File: config.mk
export PLATFORM = sky130hd
export DESIGN_NAME = coproc_scheduler
export DESIGN_NICKNAME = d
export VERILOG_FILES = /design/src/rtl/coproc_scheduler.sv
export SDC_FILE = /design/constraint.sdc
export NUM_CORES = 1
export LEC_CHECK = 0
export CELL_PAD_IN_SITES_DETAIL_PLACEMENT = 0
export CELL_PAD_IN_SITES_GLOBAL_PLACEMENT = 1
export CORE_MARGIN = 2
export CORE_UTILIZATION = 46
export DETAILED_ROUTE_END_ITERATION = 8
export DONT_BUFFER_PORTS = 1
export GPL_ROUTABILITY_DRIVEN = 0
export GPL_TIMING_DRIVEN = 0
export PLACE_DENSITY_LB_ADDON = 0.1
export SYNTH_ARGS = -nofsm -noshare
export SYNTH_HDL_FRONTEND = slang
export SYNTH_SLANG_ARGS = --single-unit
File: constraint.sdc
create_clock -name clk -period 8.06 [get_ports clk]
set_input_delay 1.612 -clock clk [delete_from_list [all_inputs] [get_ports clk]]
set_output_delay 1.612 -clock clk [all_outputs]
set_load 0.02 [all_outputs]
File: src/rtl/coproc_scheduler.sv
// Command dispatch and result collection for four coprocessor units sharing one CPU port.
// Completed results are held per unit, drained round-robin into a FIFO, and signalled by irq.
module coproc_scheduler #(
    parameter int FIFO_DEPTH = 4,
    parameter int FIFO_AW    = 2
) (
    input  logic               clk,
    input  logic               rst,
    input  logic               cmd_valid,
    input  logic [31:0]        cmd_word,
    output logic               cmd_ready,
    output logic [3:0]         u_start,
    output logic [23:0]        u_arg,
    input  logic [3:0]         u_done,
    input  logic [95:0]        u_result,
    output logic               res_valid,
    output logic [31:0]        res_word,
    input  logic               res_ack,
    output logic               irq,
    output logic [3:0]         busy,
    output logic [FIFO_AW:0]   fifo_count,
    output logic               err_overflow
);

    localparam logic [FIFO_AW:0] FULL_COUNT = (FIFO_AW + 1)'(FIFO_DEPTH);

    logic [3:0]         pending;
    logic [23:0]        hold [4];
    logic [1:0]         rr_ptr;
    logic [31:0]        fifo_mem [FIFO_DEPTH];
    logic [FIFO_AW-1:0] wr_ptr;
    logic [FIFO_AW-1:0] rd_ptr;

    logic [1:0] cmd_id;
    logic       accept;
    logic [3:0] start_mask;
    logic [3:0] capture;
    logic       err_set;
    logic       pop;
    logic       space;
    logic       drain;
    logic [1:0] grant;
    logic       grant_valid;
    logic [1:0] search_idx;
    logic [3:0] drain_mask;
    logic       cmd_unused;

    assign cmd_id     = cmd_word[31:30];
    assign cmd_unused = ^cmd_word[29:24];
    assign cmd_ready  = ~busy[cmd_id];
    assign accept     = cmd_valid & cmd_ready;
    assign start_mask = accept ? (4'b0001 << cmd_id) : 4'b0000;

    // A done pulse is only meaningful for a busy unit whose hold register is free.
    assign capture    = u_done & busy & ~pending;
    assign err_set    = |(u_done & ~(busy & ~pending));

    assign res_valid  = (fifo_count != '0);
    assign res_word   = res_valid ? fifo_mem[rd_ptr] : 32'h0;
    assign pop        = res_ack & res_valid;
    assign space      = (fifo_count < FULL_COUNT) | pop;

    // Round-robin search starting just after the last granted unit.
    always_comb begin
        grant_valid = 1'b0;
        grant       = 2'd0;
        search_idx  = 2'd0;
        for (int k = 1; k <= 4; k++) begin
            search_idx = rr_ptr + 2'(k);
            if (!grant_valid && pending[search_idx]) begin
                grant_valid = 1'b1;
                grant       = search_idx;
            end
        end
    end

    assign drain      = space & grant_valid;
    assign drain_mask = drain ? (4'b0001 << grant) : 4'b0000;

    always_ff @(posedge clk or posedge rst) begin
        if (rst) begin
            busy         <= 4'b0000;
            pending      <= 4'b0000;
            u_start      <= 4'b0000;
            u_arg        <= 24'h0;
            irq          <= 1'b0;
            err_overflow <= 1'b0;
            rr_ptr       <= 2'd3;
            for (int i = 0; i < 4; i++) begin
                hold[i] <= 24'h0;
            end
        end else begin
            busy         <= (busy | start_mask) & ~drain_mask;
            pending      <= (pending | capture) & ~drain_mask;
            u_start      <= start_mask;
            irq          <= drain;
            err_overflow <= err_overflow | err_set;
            if (accept) begin
                u_arg <= cmd_word[23:0];
            end
            if (drain) begin
                rr_ptr <= grant;
            end
            for (int i = 0; i < 4; i++) begin
                if (capture[i]) begin
                    hold[i] <= u_result[24*i +: 24];
                end
            end
        end
    end

    // Result FIFO; a push and pop on the same edge leaves the count unchanged.
    always_ff @(posedge clk or posedge rst) begin
        if (rst) begin
            wr_ptr     <= '0;
            rd_ptr     <= '0;
            fifo_count <= '0;
            for (int i = 0; i < FIFO_DEPTH; i++) begin
                fifo_mem[i] <= 32'h0;
            end
        end else begin
            if (drain) begin
                fifo_mem[wr_ptr] <= {1'b1, grant, 5'b00000, hold[grant]};
                wr_ptr           <= wr_ptr + 1'b1;
            end
            if (pop) begin
                rd_ptr <= rd_ptr + 1'b1;
            end
            if (drain && !pop) begin
                fifo_count <= fifo_count + 1'b1;
            end else if (!drain && pop) begin
                fifo_count <= fifo_count - 1'b1;
            end
        end
    end

endmodule
---- Word-level counts from Yosys, hierarchy flattened ----
Cells that the tools add are included.
storage, ports and cells
  register bits ........................... 271
  logic and storage cells ................. 103
  output and inout bits ................... 71
operators by class
  multiplexer cells ....................... 32
  order comparisons ....................... 10
  shift-type cells ........................ 2
  $add $sub $neg .......................... 7
  bitwise operators ....................... 20
  reduce and logical (&&, ||, !) cells .... 14
operators by type and width
  kind                                                                  number
  128-bit bitwise mux                                                   1
  32-bit 2-to-1 mux                                                     4
  32-bit binary-select mux with 2-bit select                            1
  32-bit demux with 2-bit select                                        1
  24-bit binary-select mux with 2-bit select                            1
  24-bit 2-to-1 mux                                                     2
  4-bit AND                                                             6
  2-bit by 3-bit < comparator with 1-bit output, second input constant  5
  4-bit inverter                                                        3
  1-bit binary-select mux with 2-bit select                             5
  3-bit >= comparator, second input constant                            3
  1-bit 2-to-1 mux                                                      9
  2-bit inverter with 3-bit output                                      3
  2-bit 2-to-1 mux                                                      4
  4-bit 2-to-1 mux                                                      2
  4-bit bitwise OR                                                      2
  1-bit by 2-bit << shifter with 4-bit output, first input constant     2
  2-bit by 1-bit adder with 2-bit output, second input constant         3
  1-bit logical AND                                                     6
  3-bit 2-to-1 mux                                                      2
  1-bit zero test                                                       5
  2-bit adder, second input constant                                    2
  4-bit OR reduction                                                    1
  3-bit by 1-bit adder with 3-bit output, second input constant         1
  other kinds (8)                                                       11

---- Depth between registers and ports, before layout ----
  depth in word-level cells ............... 18
  mapped depth ............................ 10

---- Worst setup path before layout ----
OpenSTA, ideal clock, no wires.
  path type ............................... input to output
  start ................................... input port cmd_word[31]
  end ..................................... output port cmd_ready
  path slack .............................. 4.205 ns
  data arrival time ....................... 2.243 ns
  stages .................................. 2
  data required time ...................... 6.448 ns
  cell sequence ........................... mux4_2 inv_1
between the ends
  longest elaborated chain between the ends .. 3
ends and longest elaborated chain
  what                                       RTL line  source
  start, declared                            10        input logic [31:0] cmd_word,
  1-bit binary-select mux with 2-bit select  50        assign cmd_ready = ~busy[cmd_id];
  1-bit 2-to-1 mux (implied by the code)     50
  1-bit inverter                             50
  end, declared                              11        output logic cmd_ready,
No other way between the ends. The select of a mux whose other input is x is not followed.

---- Final worst setup path ----
  start ................................... register rd_ptr[1]
  end ..................................... output port res_word[9]
between the ends
  longest elaborated chain between the ends .. 5
ends and longest elaborated chain
  what                                                    RTL line  source
  start, declared                                         32        logic [FIFO_AW-1:0] rd_ptr;
  start signal, assigned                                  127       rd_ptr <= rd_ptr + 1'b1;
  2-bit inverter with 3-bit output (implied by the code)  59        assign res_word = res_valid ? fifo_mem[rd_ptr] : 32'h0;
  32-bit binary-select mux with 2-bit select              59
  32-bit 2-to-1 mux (implied by the code) (2 in a row)    59
  32-bit 2-to-1 mux                                       59
  end, declared                                           17        output logic [31:0] res_word,
No other way between the ends. The select of a mux whose other input is x is not followed.

==> metrics.log <==
INFO  metric outcome = finished, final reports clean
INFO  metric grt_util_met1 = a little under a third
INFO  metric die_height = around 160 um
INFO  metric grt_pass1_wl = approximately 46000 um
INFO  metric cts_tree = built
INFO  metric placeableCoreArea = 0.02425 mm2
INFO  metric io_pins = approximately 210
INFO  metric synth-edff-count = 0
INFO  metric clock_sinks = about 250
INFO  metric hold_path.class = flop to flop
INFO  metric layout.cells.most_common_list = sky130_fd_sc_hd__dfrtp_1 (249), sky130_fd_sc_hd__nand2_1 (111), sky130_fd_sc_hd__mux2_2 (98)
INFO  metric yosys.cell_types.count = 43
INFO  metric max_cap_violations = 0
INFO  metric synth_cells = between 900 and 1000
INFO  metric antenna_left = 0
INFO  metric global_route.usage.total = 23.09%
INFO  metric cp_common_cell = sky130_fd_sc_hd__clkbuf_1
INFO  metric power_switching_share = between 40% and 50%
INFO  metric grt_util_met3 = just over 6%
INFO  metric ctsLongestPathBuffers = 3
INFO  metric antenna_found_initial = 14
INFO  metric clk_pin_slew_worst_paths = roughly 0.060 ns
INFO  metric layout.cells.most_common = sky130_fd_sc_hd__dfrtp_1
INFO  metric max_slew.worst_pin.slew = 0.8870 ns
INFO  metric pwr-share-seq = between 30% and 40%
INFO  metric synthesis.area_per_instance = roughly 12 um2
INFO  metric placement.cell_area = approximately 0.012 mm2
INFO  metric finalCoreUtilization = between 50% and 60%
INFO  metric synthesis.area = between 0.01 and 0.015 mm2
INFO  metric area_of_the_die = 0.02593 mm2
INFO  metric detail_route.wirelength = approximately 30000 um
INFO  metric place_inst = 1250
INFO  metric placement_rows = 57
INFO  metric largest_net_degree_at_the_start_of_global_routing = 47
INFO  metric clock_power_share = about a fifth
INFO  metric crit-reg2reg-capture = fifo_mem[117]
INFO  metric cts_hold_buf = 0
INFO  metric hold_end = fifo_mem[31]
INFO  metric hold_path_depth = 1
INFO  metric power.combinational.fraction = about 48%
INFO  metric slew-limit-headroom = around two fifths
INFO  metric slew_viol_final = 0
INFO  metric avgViaCountPerCell = slightly below 6
INFO  metric numPortBuffers = 0
INFO  metric number_of_endpoints_failing_setup_at_the_final_stage = 0
INFO  metric crit_path_max_incr_delay = 0.60 ns
INFO  metric finalSetupTns = 0 ns
INFO  metric cts_htree_levels = 1
INFO  metric path_max_fanout = 10
INFO  metric total_power = approximately 6900 uW
INFO  metric globalRoute.busiestLayer = met2
INFO  metric internal_power = ~4000 uW
INFO  metric wl_per_cell = roughly 23 um
INFO  metric design_area = between 0.01 and 0.015 mm2
INFO  metric crit_chain = clkbuf_1 -> clkbuf_1 -> mux4_2 -> and2_1
INFO  metric first_global_vias = 8006
INFO  metric drcViolationCount = 0
INFO  metric fin_crit = 4.310 ns
INFO  metric synth_largest_area_cell = sky130_fd_sc_hd__dfrtp_1
INFO  metric synth_top_area_share = 54.92%
INFO  metric internal_reg_to_reg_setup_slack = 5.29 ns
INFO  metric dr.pass1.iters = 5
INFO  metric ir_drop = 0.0002391 V
INFO  metric critical_path.slowest_cell = sky130_fd_sc_hd__clkbuf_1
INFO  metric gr_overflow_total = 0
INFO  metric worstSkewPairLatency = roughly 0.54 ns
INFO  metric postSynth.topFlopCell = sky130_fd_sc_hd__dfrtp_1
INFO  metric final-instance-count-excl-fill = between 1000 and 1500
INFO  metric cts_buffers = 28
INFO  metric critical_path_arrival = ~2.7 ns
INFO  metric timing.setup.critical_path_class = flop to primary output
INFO  metric drive_gt1_share = approximately a quarter
INFO  metric synth_seq_area_share = a little under three fifths
INFO  metric synthTopCellsByArea = sky130_fd_sc_hd__dfrtp_1 (55%), sky130_fd_sc_hd__mux2_2 (9.7%), sky130_fd_sc_hd__mux4_2 (5.6%), sky130_fd_sc_hd__o21ai_1 (4.3%), sky130_fd_sc_hd__nand2_1 (3.7%)
INFO  metric hold_start = fifo_mem[31]
INFO  metric yosys_warn_count = 0
INFO  metric timing_hold_violations_final = 0
INFO  metric leakagePower = around 0.0055 uW
INFO  metric number_of_drc_violations_after_detailed_routing_iteration_0 = roughly 470
INFO  metric clock-skew-final = about 0.014 ns
INFO  metric finish.net_count = around 1100
INFO  metric cts.repair.resized = 0
INFO  metric cp-end-kind = primary output
INFO  metric cell_pwr_density = ~540 mW/mm2
INFO  metric critical_path_required = approximately 6.5 ns
INFO  metric rr_startpoint = rr_ptr[1]
INFO  metric clockRootBuffer = sky130_fd_sc_hd__clkbuf_16
INFO  metric final_min_period_over_clock_period = between 50% and 60%
INFO  metric place_hpwl = about 22000 um
INFO  metric total_number_of_vias = around 7500
INFO  metric post_cts_buffers = 0
INFO  metric power.switching = 2895 uW
INFO  metric start_util = about 47%
INFO  metric rr_worst_depth = 7
INFO  metric chipWidth = between 150 and 200 um
INFO  metric ys_async_sr_fraction = 100.0%
INFO  metric fmaxAchievable = about 230 MHz
INFO  metric yosys_register_bits = 251
INFO  metric area_growth_from_synthesis_to_layout = 13.43%
INFO  metric met2_use_gr = roughly 37%
INFO  metric critPathLaunchType = flop
INFO  metric grt_setup_unrepaired = no
## cell usage after synthesis, types with 19 or more instances
master                     number
sky130_fd_sc_hd__a31o_1        29
sky130_fd_sc_hd__mux2_2        98
sky130_fd_sc_hd__o21ai_1       97
sky130_fd_sc_hd__and2_1        29
sky130_fd_sc_hd__dfrtp_1      249
sky130_fd_sc_hd__mux4_2        28
sky130_fd_sc_hd__mux2_1        24
sky130_fd_sc_hd__a21boi_1      34
sky130_fd_sc_hd__clkbuf_1      49
sky130_fd_sc_hd__o22ai_2       21
sky130_fd_sc_hd__a31o_2        19
sky130_fd_sc_hd__nand2_1      111
## power by group through the flow
| stage | registers, uW | clock network (uW) | logic (uW) |
|---|---|---|---|
| 3_3_place_gp | 2290 | 0 | 3170 |
| 3_5_place_dp | 2320 | 0 | 3270 |
| 6_report | 2300 | 1320 | 3280 |
| 4_1_cts | 2300 | 1340 | 3280 |
| 2_1_floorplan | 2200 | 0 | 2460 |
| 5_1_grt | 2370 | 1390 | 3550 |
## critical path, delay by kind of cell, from the launching register on
kind,cells,cell delay [ns]
simple gates,1,0.25
flops,1,0.33
buf+inv,2,1.13
mux,1,0.44
## sequential cells by signal, indices dropped and copies added, names as in the netlist
| signal | flops |
|---|---|
| fifo_count | 3 |
| rr_ptr | 2 |
| err_overflow | 1 |
| wr_ptr | 2 |
| u_start | 4 |
| u_arg | 24 |
| busy | 4 |
| rd_ptr | 2 |
| irq | 1 |
| fifo_mem | 108 |
| hold | 96 |
| pending | 4 |
## worst max-delay path by stage
stage,start,to,slack (ns)
final,rd_ptr[1],res_word[9],3.75
after global routing,rd_ptr[1],res_word[9],3.68
after CTS,rd_ptr[1],res_word[9],3.73
after detailed placement,cmd_word[31],cmd_ready,4.19
after global placement,rst,hold[12],2.03
after floorplan,rst,busy[0],3.15
## layer usage
metal / vias up / part of all wire (%)
li1: 3379 / -
met1: 3896 / 43
met2: 197 / 48
met3: 65 / 5.9
met4: 6 / 2.9
met5: - / 0.14
## cells by family (layout without fill, tap and decap cells)
family / count (synthesis) / count (layout) / synth area share [%]
adder cells (fa/ha/maj): 6 / 6 / 0.7279
multiplexers: 151 / 151 / 17.76
XOR/XNOR: 6 / 6 / 0.4632
AO/OA/AOI/OAI: 251 / 251 / 15.55
buffers and inverters: 86 / 140 / 3.507
AND/OR/NAND/NOR: 164 / 164 / 6.573
other: 1 / 16 / 0.03306
flip-flops: 251 / 251 / 55.39
## through the flow
step / hold slack [ns] / setup slack [ns]
2_1_floorplan: 0.4287 / 3.148
3_3_place_gp: 0.4461 / 2.026
3_5_place_dp: 0.4517 / 4.187
4_1_cts: 0.4691 / 3.730
5_1_grt: 0.4853 / 3.682
6_report: 0.4669 / 3.750
## cell type report
class                      instances  area, um2
antenna                           11      27.53
multi-input combinational        583       4678
sequential                       251       6284
tap                              324      405.4
inverter                          11      45.04
clock inverter                    10      152.6
buffer                            75      356.6
clock buffer                      38      799.5
timing repair buffer               6      120.1
fill                            2113      11380
No activity file was read; power rests on OpenSTA's default activity.
